## config.mk

```make
export PLATFORM = sky130hd
export DESIGN_NAME = tim_cmp_sched
export DESIGN_NICKNAME = d
export VERILOG_FILES = /design/src/rtl/tim_cmp_sched.sv
export SDC_FILE = /design/constraint.sdc
export NUM_CORES = 1
export LEC_CHECK = 0
export CAP_MARGIN = 5
export CORE_MARGIN = 2
export CORE_UTILIZATION = 40
export DETAILED_ROUTE_END_ITERATION = 12
export GPL_ROUTABILITY_DRIVEN = 0
export PLACE_DENSITY = 0.54
export SLEW_MARGIN = 10
export SYNTH_ARGS = -nofsm -noshare
export SYNTH_HDL_FRONTEND = slang
export SYNTH_SLANG_ARGS = --single-unit
```

## constraint.sdc

```tcl
create_clock -name i_sys_clk -period 14.8 [get_ports i_sys_clk]
set_input_delay 1.48 -clock i_sys_clk [delete_from_list [all_inputs] [get_ports i_sys_clk]]
set_output_delay 1.48 -clock i_sys_clk [all_outputs]
set_load 0.02 [all_outputs]
```

## src/rtl/tim_cmp_sched.sv

```systemverilog
// tim_cmp_sched: multi-channel compare scheduler for the 64-bit system timer.
// A single 64-bit unsigned >= comparator is shared round-robin among NUM_CH
// channels. Each channel can be one-shot or periodic (auto-reload) and has a
// sticky pending bit that feeds the interrupt status and the timer interrupt.
module tim_cmp_sched #(
   parameter int NUM_CH = 4,
   parameter int CH_W   = 2
) (
   input  logic              i_sys_clk,
   input  logic              i_sys_rst,
   input  logic [63:0]       i_cnt_val,
   input  logic              i_cfg_wr_en,
   input  logic [CH_W-1:0]   i_cfg_ch,
   input  logic [63:0]       i_cfg_cmp,
   input  logic [63:0]       i_cfg_period,
   input  logic              i_cfg_periodic,
   input  logic [NUM_CH-1:0] i_ch_en,
   input  logic [NUM_CH-1:0] i_int_en,
   input  logic [NUM_CH-1:0] i_pend_clr,
   output logic [NUM_CH-1:0] o_int_status,
   output logic              o_tim_int,
   output logic [CH_W-1:0]   o_cur_ch
);

   // Per-channel configuration and state
   logic [63:0]       r_cmp      [NUM_CH];
   logic [63:0]       r_period   [NUM_CH];
   logic [NUM_CH-1:0] r_periodic;
   logic [NUM_CH-1:0] r_armed;
   logic [NUM_CH-1:0] r_int_status;
   logic [CH_W-1:0]   r_cur_ch;

   // Next-state values
   logic [63:0]       w_cmp_nxt      [NUM_CH];
   logic [63:0]       w_period_nxt   [NUM_CH];
   logic [NUM_CH-1:0] w_periodic_nxt;
   logic [NUM_CH-1:0] w_armed_nxt;
   logic [NUM_CH-1:0] w_int_status_nxt;

   // Shared comparator path for the channel in the current slot
   logic [63:0]       w_cur_cmp;
   logic [63:0]       w_cur_period;
   logic              w_cur_reload;
   logic              w_hit;
   logic [64:0]       w_reload_sum;
   logic [NUM_CH-1:0] w_cfg_sel;
   logic [NUM_CH-1:0] w_slot_sel;

   // Select the current slot's channel and evaluate its hit and reload sum
   always_comb begin
      w_cur_cmp    = r_cmp[r_cur_ch];
      w_cur_period = r_period[r_cur_ch];
      w_hit        = r_armed[r_cur_ch] & i_ch_en[r_cur_ch] & (i_cnt_val >= w_cur_cmp);
      // 65-bit sum: the carry out marks a reload that would wrap past 2^64-1
      w_reload_sum = {1'b0, w_cur_cmp} + {1'b0, w_cur_period};
      w_cur_reload = r_periodic[r_cur_ch] & (w_cur_period != 64'd0);
   end

   // Decode which channel is being configured and which one owns the slot
   always_comb begin
      w_cfg_sel  = '0;
      w_slot_sel = '0;
      for (int k = 0; k < NUM_CH; k++) begin
         w_cfg_sel[k]  = i_cfg_wr_en & (i_cfg_ch == CH_W'(k));
         w_slot_sel[k] = (r_cur_ch == CH_W'(k));
      end
   end

   // Per-channel next state: cfg write beats a hit; pend_clr beats a status set
   always_comb begin
      w_periodic_nxt   = r_periodic;
      w_armed_nxt      = r_armed;
      w_int_status_nxt = r_int_status;
      for (int k = 0; k < NUM_CH; k++) begin
         w_cmp_nxt[k]    = r_cmp[k];
         w_period_nxt[k] = r_period[k];

         if (w_cfg_sel[k]) begin
            // A new configuration always re-arms and discards a same-cycle hit
            w_cmp_nxt[k]      = i_cfg_cmp;
            w_period_nxt[k]   = i_cfg_period;
            w_periodic_nxt[k] = i_cfg_periodic;
            w_armed_nxt[k]    = 1'b1;
         end else if (w_hit && w_slot_sel[k]) begin
            if (w_cur_reload) begin
               // Advance the compare point; disarm on overflow instead of wrapping
               w_cmp_nxt[k]   = w_reload_sum[63:0];
               w_armed_nxt[k] = ~w_reload_sum[64];
            end else begin
               w_armed_nxt[k] = 1'b0;
            end
         end else begin
            w_armed_nxt[k] = r_armed[k];
         end

         if (i_pend_clr[k]) begin
            w_int_status_nxt[k] = 1'b0;
         end else if (w_hit && w_slot_sel[k] && !w_cfg_sel[k]) begin
            w_int_status_nxt[k] = 1'b1;
         end else begin
            w_int_status_nxt[k] = r_int_status[k];
         end
      end
   end

   // Register channel state and advance the round-robin slot pointer
   always_ff @(posedge i_sys_clk) begin
      if (i_sys_rst) begin
         for (int k = 0; k < NUM_CH; k++) begin
            r_cmp[k]    <= 64'd0;
            r_period[k] <= 64'd0;
         end
         r_periodic   <= '0;
         r_armed      <= '0;
         r_int_status <= '0;
         r_cur_ch     <= '0;
      end else begin
         for (int k = 0; k < NUM_CH; k++) begin
            r_cmp[k]    <= w_cmp_nxt[k];
            r_period[k] <= w_period_nxt[k];
         end
         r_periodic   <= w_periodic_nxt;
         r_armed      <= w_armed_nxt;
         r_int_status <= w_int_status_nxt;
         // NUM_CH is a power of two, so natural wrap gives NUM_CH-1 -> 0
         r_cur_ch     <= r_cur_ch + CH_W'(1);
      end
   end

   assign o_int_status = r_int_status;
   assign o_cur_ch     = r_cur_ch;
   // Interrupt line follows int_en immediately; status itself is never masked
   assign o_tim_int    = |(r_int_status & i_int_en);

endmodule

```

==> results.py, run 1 <==
metrics = {
    "status": {
        "outcome": "finished clean",
    },
    "hold_path": {
        "whs_endpoint": "r_periodic[1]$_SDFFE_PP0P_",
        "timing.hold.worst.class": "reg -> reg",
        "hp-start": "r_periodic[1]$_SDFFE_PP0P_",
        "timing.hold.worst_path_depth": 2,
    },
    "floorplanning": {
        "horizontal_extent_of_the_die_microns": 278,
        "io-pin-count": 217,
        "die_height_microns": 278,
        "placeableCoreArea_sq_um": 74300,
        "starting_density_of_the_core_pct": 40.3,
        "floorplan.rows": 100,
        "die-area_sq_um": 77100,
    },
    "finish": {
        "drive_above_1_share_pct": 10.3,
        "seq_area_sq_um": 15700,
        "finish.cell_count_without_fillers": 3768,
        "layout.cells.most_common": "sky130_fd_sc_hd__edfxtp_1",
        "layout.nets": 3095,
        "filler_cells": 6821,
        "final_cell_mix": "512 x sky130_fd_sc_hd__edfxtp_1, 463 x sky130_fd_sc_hd__nand2_1, 280 x sky130_fd_sc_hd__a21oi_1",
        "areaGrowthSynthToFinish_pct": 15.7,
        "multi_input_area_sq_um": 13200,
        "num_antenna_cells": 0,
    },
    "power_and_ir_drop": {
        "share_seq_of_total_power_pct": 40.3,
        "irDropWorstVdd_mv": 0.103,
        "clkPwrFrac_pct": 31.9,
        "power.share.switching_pct": 32.4,
        "cellPowerDensity_nw_per_um2": 128,
        "p_leak_nw": 13.7,
        "power.share.combinational_pct": 27.7,
        "total_power_w": 0.00442,
        "internal_power_w": 0.00299,
        "switching_power_w": 0.00143,
    },
    "synth": {
        "syn_nets": 2972,
        "number_of_synthesized_register_bits": 526,
        "yosysUniqueCellTypes": 83,
        "netlist_instances": 2629,
        "synth_ff_type": "sky130_fd_sc_hd__edfxtp_1",
        "synth_edf_count": 512,
        "total_number_of_yosys_warnings": 0,
        "asyncSetResetFlopFracSynth_pct": 0,
        "syn-cell-area_sq_um": 29900,
        "synth.avg_cell_area_sq_um": 11.4,
        "synth_sequential_area_ratio_pct": 52.3,
    },
    "timing": {
        "max_slew.worst_pin.slew_ns": 1.16,
        "timing_max_transition_violations_final": 0,
        "setup-violations-final": 0,
        "max_slew_margin_pct": 22.5,
        "max_freq_ghz": 0.159,
        "setup_total_negative_slack_ns": 0,
        "skew_ns": 0.0372,
        "post-route-period-util_pct": 42.5,
        "finalWorstPathRequiredPeriod_ns": 6.30,
        "timing_hold_violations_final": 0,
        "grt_setup_unrepaired": "no",
    },
    "grt": {
        "grt_util_met2_pct": 40.1,
        "grtUsageMet3_pct": 3.44,
        "grt_pass1_vias": 22374,
        "total_congestion_overflow_after_global_routing": 0,
        "met1_usage_pct": 35.1,
        "gr-max-usage-layer": "met2",
        "grt_max_degree": 131,
        "antenna_found_initial": 2,
        "grt_pass1_wl_mm": 146,
        "grtUsageTotal_pct": 25.1,
    },
    "clock_network": {
        "cts.reportedPaths.clkPinSlew_ns": 0.06,
        "clock-sinks": 526,
        "max-clock-path-buffers": 3,
        "cts_tree": "built",
        "numCtsBuffers": 58,
        "clock_insertion_delay_worst_skew_ns": 0.65,
        "cts_htree_levels": 2,
        "post_cts.resized_instances": 0,
        "cts.hold.buffers_added": 0,
        "root_buffer": "sky130_fd_sc_hd__clkbuf_16",
        "cts.repair_timing.setup_buffer_count": 0,
    },
    "critical_path": {
        "timing_worst_setup_path_type": "reg -> reg",
        "reg2reg_to": "r_cmp[2][52]$_SDFFCE_PN0P_",
        "worst_ep_required_time_ns": 15.24,
        "worstReg2RegStart": "o_cur_ch[0]$_SDFF_PP0_",
        "end_kind": "flip-flop",
        "worstPathMaxFanout": 32,
        "critPathLaunchType": "flip-flop",
        "reg2reg_path_depth": 14,
        "worstPathArrival_ns": 6.74,
        "regToRegSetupSlack_ns": 8.50,
    },
    "routing": {
        "drc_errors": 0,
        "drt-pass1-iter-count": 6,
        "via_count_normalized_by_instance_count": 6.05,
        "final_wirelength_mm": 99.0,
        "detail-route-antenna-nets": 0,
        "drt_iter0_drc": 2365,
        "routed_wire_length_per_instance_microns": 26.3,
        "via_count": 22788,
    },
    "placement": {
        "dp_cells": 3661,
        "place.detailed.hpwl_mm": 62.5,
        "port-buffer-count": 216,
    },
    "flow_run": {
        "maxCapViolCount": 0,
    },
}
[worst max-delay path, cell delays in order, from the launching register on]
cell and delay, ns:
sky130_fd_sc_hd__dfxtp_4 0.68, sky130_fd_sc_hd__buf_4 0.65, sky130_fd_sc_hd__mux4_2 0.64, sky130_fd_sc_hd__inv_1 0.17, sky130_fd_sc_hd__ha_1 0.18, sky130_fd_sc_hd__o21ai_0 0.08
sky130_fd_sc_hd__o21bai_1 0.20, sky130_fd_sc_hd__a21oi_1 0.15, sky130_fd_sc_hd__o31a_1 0.27, sky130_fd_sc_hd__o31ai_1 0.50, sky130_fd_sc_hd__a211oi_1 0.31, sky130_fd_sc_hd__o211a_1 0.39
sky130_fd_sc_hd__nor4_4 0.66, sky130_fd_sc_hd__nand3_1 0.71, sky130_fd_sc_hd__o22ai_1 0.42
[metal layers]
layer	part of all wire, %	wire (microns)
met5	0.023	23
met1	42	41500
met2	46	46000
met3	8.2	8090
met4	3.5	3450
[state kept, by name, indices dropped and copies added (netlist names)]
name          count
r_period        256
r_periodic        4
o_int_status      4
o_cur_ch          2
r_armed           4
r_cmp           256
[power groups by stage]
| stage | clock network [W] | logic, W | registers (W) |
|---|---|---|---|
| 2_1_floorplan | 0 | 0.000823 | 0.00179 |
| 3_3_place_gp | 0 | 0.00119 | 0.00181 |
| 3_5_place_dp | 0 | 0.00120 | 0.00181 |
| 4_1_cts | 0.00143 | 0.00121 | 0.00178 |
| 5_1_grt | 0.00148 | 0.00134 | 0.00179 |
| 6_report | 0.00141 | 0.00123 | 0.00178 |
[stage by stage]
stage,worst slack [ns],utilization [%],instance area [sq um],hold slack [ns]
floorplan,8.85,-,29900,0.433
global placement,8.58,44.1,32800,0.440
detailed placement,8.46,44.1,32800,0.455
CTS,8.48,46.6,34700,0.463
global route,8.23,46.6,34700,0.487
finish,8.50,46.6,34700,0.467
[cells in the mapped netlist (5+ instances only)]
cell type	count	area [sq um]
sky130_fd_sc_hd__a21oi_1	280	1400
sky130_fd_sc_hd__edfxtp_1	512	15400
sky130_fd_sc_hd__buf_1	8	30.0
sky130_fd_sc_hd__nand3_1	24	120
sky130_fd_sc_hd__o31ai_1	6	45.0
sky130_fd_sc_hd__nand2b_1	12	75.1
sky130_fd_sc_hd__nor3_1	17	85.1
sky130_fd_sc_hd__and3_1	262	1640
sky130_fd_sc_hd__o21ai_0	47	235
sky130_fd_sc_hd__a21o_1	59	443
sky130_fd_sc_hd__nor4_1	18	113
sky130_fd_sc_hd__nand4_1	19	119
sky130_fd_sc_hd__dfxtp_1	14	280
sky130_fd_sc_hd__inv_1	84	315
sky130_fd_sc_hd__o211ai_1	5	37.5
sky130_fd_sc_hd__xnor2_1	30	263
sky130_fd_sc_hd__or3_1	9	56.3
sky130_fd_sc_hd__o21bai_1	7	52.6
sky130_fd_sc_hd__o22ai_1	56	350
sky130_fd_sc_hd__buf_4	25	188
sky130_fd_sc_hd__clkbuf_1	132	495
sky130_fd_sc_hd__nor2_1	94	353
sky130_fd_sc_hd__a211oi_1	20	150
sky130_fd_sc_hd__buf_2	20	100
sky130_fd_sc_hd__nor2b_1	5	31.3
sky130_fd_sc_hd__nand2_1	467	1750
sky130_fd_sc_hd__ha_1	132	1650
sky130_fd_sc_hd__xor2_1	25	219
sky130_fd_sc_hd__a221oi_1	8	70.1
sky130_fd_sc_hd__a31oi_1	17	106
sky130_fd_sc_hd__mux4_2	129	2910
sky130_fd_sc_hd__o21a_1	8	60.1
[worst max-delay path by stage]
stage	startpoint	endpoint	slack, ns	cells past startpoint
2_1_floorplan	o_cur_ch[0]$_SDFF_PP0_	r_cmp[0][0]$_SDFFCE_PN0P_	8.85	15
4_1_cts	o_cur_ch[0]$_SDFF_PP0_	r_cmp[3][41]$_SDFFCE_PN0P_	8.48	14
6_report	o_cur_ch[0]$_SDFF_PP0_	r_cmp[2][52]$_SDFFCE_PN0P_	8.50	14
3_5_place_dp	o_cur_ch[0]$_SDFF_PP0_	r_cmp[0][26]$_SDFFCE_PN0P_	8.46	14
5_1_grt	o_cur_ch[0]$_SDFF_PP0_	r_cmp[3][41]$_SDFFCE_PN0P_	8.23	14
3_3_place_gp	o_cur_ch[0]$_SDFF_PP0_	r_cmp[3][26]$_SDFFCE_PN0P_	8.58	14
[logic make-up after synthesis]
kind of cell	share of synthesized area, %
compound gates	11.8
fa+ha+maj	5.58
xor+xnor	1.61
buf+inv	3.78
simple gates	15.2
mux	9.74
flops	52.3
[final cells by class]
class                           instances  area share [%]
Sequential cell                       526            45.2
Multi-Input combinational cell       1833            38.1
Timing Repair Buffer                  248            6.97
Clock buffer                           78            4.61
Tap cell                              969            3.50
Inverter                               85           0.928
Clock inverter                         29           0.704
Power figures use the tool's default switching activity.
==> run 2, diff against run 1 <==
Clock period 14.8 ns to 6.49 ns, I/O delays scaled along.
==> results.py, run 2 (synthesized netlist as in run 1, its figures left out) <==
metrics = {
    "flow_run": {
        "maxCapViolCount": 0,
    },
    "power_and_ir_drop": {
        "irDropWorstVdd_mv": 0.184,
        "p_leak_nw": 13.9,
        "cellPowerDensity_nw_per_um2": 290,
    },
    "routing": {
        "drc_errors": 0,
        "drt_iter0_drc": 2632,
        "via_count_normalized_by_instance_count": 6.05,
        "final_wirelength_mm": 101,
        "detail-route-antenna-nets": 0,
        "drt-pass1-iter-count": 6,
        "routed_wire_length_per_instance_microns": 26.6,
        "via_count": 22962,
    },
    "finish": {
        "multi_input_area_sq_um": 13200,
        "largestRegisters": "r_cmp (256), r_period (256)",
        "post-route-cell-area_sq_um": 35000,
        "layout.cells.most_common": "sky130_fd_sc_hd__edfxtp_1",
        "seq_area_sq_um": 15700,
        "drive_above_1_share_pct": 11.2,
        "layout.nets": 3120,
        "filler_cells": 6740,
        "num_antenna_cells": 0,
        "final_cell_mix": "512 x sky130_fd_sc_hd__edfxtp_1, 463 x sky130_fd_sc_hd__nand2_1, 280 x sky130_fd_sc_hd__a21oi_1",
        "areaGrowthSynthToFinish_pct": 17.0,
    },
    "timing": {
        "fin_hold_ws_ns": 0.467,
        "post-route-period-util_pct": 90.9,
        "timing_hold_violations_final": 0,
        "finalWorstPathRequiredPeriod_ns": 5.90,
        "max_slew_margin_pct": 14.2,
        "grt_setup_unrepaired": "no",
        "max_slew.worst_pin.slew_ns": 1.28,
        "setup_total_negative_slack_ns": 0,
        "timing_max_transition_violations_final": 0,
        "setup-violations-final": 0,
        "max_freq_ghz": 0.170,
        "skew_ns": 0.0221,
    },
    "clock_network": {
        "cts_tree": "built",
        "numCtsBuffers": 58,
        "max-clock-path-buffers": 3,
        "clock-sinks": 526,
        "cts.reportedPaths.clkPinSlew_ns": 0.06,
        "cts.hold.buffers_added": 0,
        "root_buffer": "sky130_fd_sc_hd__clkbuf_16",
        "cts_htree_levels": 2,
        "post_cts.resized_instances": 0,
        "cts.repair_timing.setup_buffer_count": 0,
        "clock_insertion_delay_worst_skew_ns": 0.64,
    },
    "grt": {
        "grt_max_degree": 142,
        "grt_util_met2_pct": 42.5,
        "grtUsageTotal_pct": 25.7,
        "antenna_found_initial": 1,
        "grtUsageMet3_pct": 3.69,
        "grt_pass1_wl_mm": 148,
        "gr-max-usage-layer": "met2",
        "grt_pass1_vias": 23035,
        "total_congestion_overflow_after_global_routing": 0,
        "met1_usage_pct": 35.1,
    },
    "critical_path": {
        "end_kind": "flip-flop",
        "worstPathArrival_ns": 6.23,
        "timing_worst_setup_path_type": "reg -> reg",
        "worstPathMaxFanout": 23,
        "worst_ep_required_time_ns": 6.82,
        "critPathLaunchType": "flip-flop",
    },
    "floorplanning": {
        "floorplan.rows": 100,
        "die_height_microns": 278,
        "io-pin-count": 217,
        "horizontal_extent_of_the_die_microns": 278,
        "starting_density_of_the_core_pct": 40.3,
        "placeableCoreArea_sq_um": 74300,
        "die-area_sq_um": 77100,
    },
    "placement": {
        "port-buffer-count": 216,
        "placedInstanceArea_sq_um": 33200,
        "place.detailed.hpwl_mm": 64.2,
    },
    "hold_path": {
        "timing.hold.worst.class": "reg -> reg",
    },
    "status": {
        "outcome": "finished clean",
    },
}
-- run 2: stage by stage --
| step | setup slack, ns | cells | utilization, % | total power (W) |
|---|---|---|---|---|
| 4_1_cts | 0.764 | 3796 | 47.1 | 0.0102 |
| 5_1_grt | 0.592 | 3796 | 47.1 | 0.0106 |
| 2_1_floorplan | 0.536 | 2629 | - | 0.00597 |
| 6_report | 0.591 | 3796 | 47.1 | 0.0101 |
| 3_5_place_dp | 0.750 | 3686 | 44.6 | 0.00689 |
| 3_3_place_gp | 0.898 | 3686 | 44.6 | 0.00684 |
-- run 2: cell type report --
| class | count | area share, % |
|---|---|---|
| inverters | 85 | 0.918 |
| flip-flops and latches | 526 | 44.7 |
| multi-input cells | 1833 | 37.7 |
| repair buffers | 273 | 7.93 |
| clock buffers | 67 | 4.24 |
| well taps | 969 | 3.46 |
| clock inverters | 43 | 1.09 |
-- run 2: final timing paths --
check / slack, ns / endpoint / from / depth (start not counted)
max: 0.59 / r_cmp[0][41]$_SDFFCE_PN0P_ / o_cur_ch[0]$_SDFF_PP0_ / 15
max reg2reg: 0.59 / r_cmp[0][41]$_SDFFCE_PN0P_ / o_cur_ch[0]$_SDFF_PP0_ / 15
min: 0.47 / r_periodic[0]$_SDFFE_PP0P_ / r_periodic[0]$_SDFFE_PP0P_ / 2
min reg2reg: 0.47 / r_periodic[0]$_SDFFE_PP0P_ / r_periodic[0]$_SDFFE_PP0P_ / 2
-- run 2: worst max-delay path, cell delays in order, from the launching register on --
cell and delay (ns):
sky130_fd_sc_hd__dfxtp_4 0.65, sky130_fd_sc_hd__buf_4 0.36, sky130_fd_sc_hd__mux4_2 0.57, sky130_fd_sc_hd__inv_1 0.08, sky130_fd_sc_hd__ha_1 0.24, sky130_fd_sc_hd__a21oi_1 0.14
sky130_fd_sc_hd__o21ai_0 0.17, sky130_fd_sc_hd__a2111oi_0 0.51, sky130_fd_sc_hd__o31a_1 0.29, sky130_fd_sc_hd__o31ai_1 0.15, sky130_fd_sc_hd__a211oi_1 1.03, sky130_fd_sc_hd__o211a_1 0.43
sky130_fd_sc_hd__nor4_4 0.14, sky130_fd_sc_hd__a22oi_4 0.49, sky130_fd_sc_hd__buf_12 0.23, sky130_fd_sc_hd__a221oi_1 0.06
-- run 2: layer usage --
layer  vias to the layer above  routed length [microns]
met4                         0                     3020
li1                      10220                        -
met2                      1089                    48300
met5                         -                        0
met3                       190                     7480
met1                     11463                    42100
-- run 2: power by group --
part	internal, W	switching [W]
Combinational	0.00104	0.00177
Clock	0.00185	0.00143
Sequential	0.00398	0.0000728
==> run 3, diff against run 2 <==
Settings changed: CORE_MARGIN 2 to 5, SLEW_MARGIN 10 to unset.
==> results.py, run 3 (synthesized netlist as in run 1, its figures left out) <==
metrics = {
    "timing": {
        "skew_ns": 0.0149,
        "max_freq_ghz": 0.180,
        "max_slew_margin_pct": 25.7,
        "timing_hold_violations_final": 0,
        "grt_setup_unrepaired": "no",
        "post-route-period-util_pct": 85.5,
        "setup-violations-final": 0,
        "finalWorstPathRequiredPeriod_ns": 5.55,
        "max_slew.worst_pin.slew_ns": 1.11,
        "timing_max_transition_violations_final": 0,
        "setup_total_negative_slack_ns": 0,
    },
    "power_and_ir_drop": {
        "power.share.switching_pct": 32.0,
        "switching_power_w": 0.00326,
        "cellPowerDensity_nw_per_um2": 290,
        "irDropWorstVdd_mv": 0.216,
        "p_leak_nw": 14.0,
        "internal_power_w": 0.00694,
        "share_seq_of_total_power_pct": 39.7,
        "power.share.combinational_pct": 27.9,
        "clkPwrFrac_pct": 32.4,
    },
    "placement": {
        "port-buffer-count": 216,
        "place.detailed.hpwl_mm": 66.0,
        "placedInstanceArea_sq_um": 33200,
    },
    "routing": {
        "drt_iter0_drc": 2498,
        "via_count_normalized_by_instance_count": 5.99,
        "via_count": 22747,
        "routed_wire_length_per_instance_microns": 26.4,
        "drt-pass1-iter-count": 6,
        "detail-route-antenna-nets": 0,
        "final_wirelength_mm": 100,
        "drc_errors": 0,
    },
    "critical_path": {
        "regToRegSetupSlack_ns": 0.94,
        "crit_path_launch": "o_cur_ch[0]$_SDFF_PP0_",
        "worstPathMaxFanout": 28,
        "end_kind": "flip-flop",
        "reg2reg_to": "r_cmp[2][23]$_SDFFCE_PN0P_",
        "reg2reg_path_depth": 15,
        "worst_ep_required_time_ns": 6.81,
        "worstPathArrival_ns": 5.87,
        "timing_worst_setup_path_type": "reg -> reg",
        "worstReg2RegStart": "o_cur_ch[0]$_SDFF_PP0_",
        "critPathLaunchType": "flip-flop",
    },
    "floorplanning": {
        "floorplan.rows": 100,
        "placeableCoreArea_sq_um": 74300,
        "starting_density_of_the_core_pct": 40.3,
        "horizontal_extent_of_the_die_microns": 284,
        "io-pin-count": 217,
        "die_height_microns": 284,
        "die-area_sq_um": 80400,
    },
    "grt": {
        "total_congestion_overflow_after_global_routing": 0,
        "antenna_found_initial": 2,
        "grtUsageTotal_pct": 24.1,
        "grt_max_degree": 150,
        "grt_pass1_vias": 23032,
        "grt_pass1_wl_mm": 148,
    },
    "clock_network": {
        "numCtsBuffers": 58,
        "clock_insertion_delay_worst_skew_ns": 0.63,
        "cts_tree": "built",
        "clock-sinks": 526,
        "root_buffer": "sky130_fd_sc_hd__clkbuf_16",
        "cts.reportedPaths.clkPinSlew_ns": 0.06,
        "cts.hold.buffers_added": 0,
        "cts.repair_timing.setup_buffer_count": 0,
        "max-clock-path-buffers": 3,
        "cts_htree_levels": 2,
        "post_cts.resized_instances": 0,
    },
    "finish": {
        "layout.nets": 3125,
        "layout.cells.most_common": "sky130_fd_sc_hd__edfxtp_1",
        "final_cell_mix": "512 x sky130_fd_sc_hd__edfxtp_1, 463 x sky130_fd_sc_hd__nand2_1, 280 x sky130_fd_sc_hd__a21oi_1",
        "areaGrowthSynthToFinish_pct": 17.3,
        "drive_above_1_share_pct": 11.2,
        "largestRegisters": "r_cmp (256), r_period (256)",
        "post-route-cell-area_sq_um": 35100,
    },
    "hold_path": {
        "whs_endpoint": "r_periodic[1]$_SDFFE_PP0P_",
        "timing.hold.worst_path_depth": 2,
        "timing.hold.worst.class": "reg -> reg",
        "hp-start": "r_periodic[1]$_SDFFE_PP0P_",
    },
    "status": {
        "outcome": "finished clean",
    },
    "flow_run": {
        "maxCapViolCount": 0,
    },
}
-- run 3: cell types whose count changed in the layout (fill, tap and decap cells not counted) --
cell / previous run / this run
sky130_fd_sc_hd__clkinv_16: 1 / 2
sky130_fd_sc_hd__clkinv_4: 2 / 0
sky130_fd_sc_hd__buf_12: 15 / 17
sky130_fd_sc_hd__clkbuf_1: 9 / 16
sky130_fd_sc_hd__clkinv_1: 15 / 12
sky130_fd_sc_hd__clkinv_2: 15 / 8
sky130_fd_sc_hd__clkbuf_16: 58 / 59
sky130_fd_sc_hd__diode_2: 0 / 1
sky130_fd_sc_hd__inv_6: 1 / 0
sky130_fd_sc_hd__inv_16: 1 / 0
sky130_fd_sc_hd__clkbuf_8: 0 / 4
sky130_fd_sc_hd__clkinvlp_4: 3 / 2
sky130_fd_sc_hd__buf_4: 42 / 45
-- run 3: routing by layer --
layer,global-route usage [%],up-vias,routed length [microns]
li1,-,10223,-
met1,33.2,11232,41900
met2,39.0,1095,46900
met3,4.89,193,8650
met4,6.97,4,2980
met5,0,-,27
-- run 3: power by group through the flow --
stage	registers, W	clock network, W	logic, W
finish	0.00405	0.00331	0.00285
global route	0.00407	0.00349	0.00310
CTS	0.00406	0.00334	0.00281
detailed placement	0.00413	0	0.00280
global placement	0.00411	0	0.00277
floorplan	0.00409	0	0.00188
-- run 3: per-stage QoR --
step / power [W] / instances / setup slack, ns / hold slack, ns / util [%]
floorplan: 0.00597 / 2629 / 0.536 / 0.433 / -
finish: 0.0102 / 3800 / 0.941 / 0.462 / 47.3
global route: 0.0107 / 3799 / 0.662 / 0.473 / 47.3
detailed placement: 0.00692 / 3691 / 0.925 / 0.450 / 44.7
global placement: 0.00688 / 3690 / 0.399 / 0.441 / 44.7
CTS: 0.0102 / 3799 / 0.882 / 0.458 / 47.3
-- run 3: final cells by class --
class	count	area [sq um]
flip-flops and latches	526	15700
diodes	1	2.50
well taps	969	1210
clock buffers	79	1590
inverters	85	322
repair buffers	278	2840
clock inverters	29	310
fillers	6720	39200
multi-input cells	1833	13200
-- run 3: how the worst max path moves through the flow --
stage	to	cells after the start
after floorplan	r_cmp[0][0]$_SDFFCE_PN0P_	15
after global placement	r_cmp[1][24]$_SDFFCE_PN0P_	15
after detailed placement	r_cmp[2][22]$_SDFFCE_PN0P_	15
after CTS	r_cmp[2][23]$_SDFFCE_PN0P_	15
after global routing	r_cmp[2][34]$_SDFFCE_PN0P_	15
final	r_cmp[2][23]$_SDFFCE_PN0P_	15
-- run 3: critical path: stages, from the launching register on --
cell                        delay (ns)
sky130_fd_sc_hd__dfxtp_4          0.73
sky130_fd_sc_hd__buf_12           0.33
sky130_fd_sc_hd__mux4_2           0.57
sky130_fd_sc_hd__inv_1            0.10
sky130_fd_sc_hd__ha_1             0.14
sky130_fd_sc_hd__a21oi_1          0.06
sky130_fd_sc_hd__o21ai_0          0.34
sky130_fd_sc_hd__a2111oi_0        0.14
sky130_fd_sc_hd__o31a_1           0.19
sky130_fd_sc_hd__o31ai_1          0.38
sky130_fd_sc_hd__a211oi_1         0.15
sky130_fd_sc_hd__buf_4            0.20
sky130_fd_sc_hd__o211a_1          0.33
sky130_fd_sc_hd__nor3_1           0.53
sky130_fd_sc_hd__a21o_2           0.67
sky130_fd_sc_hd__buf_12           0.28
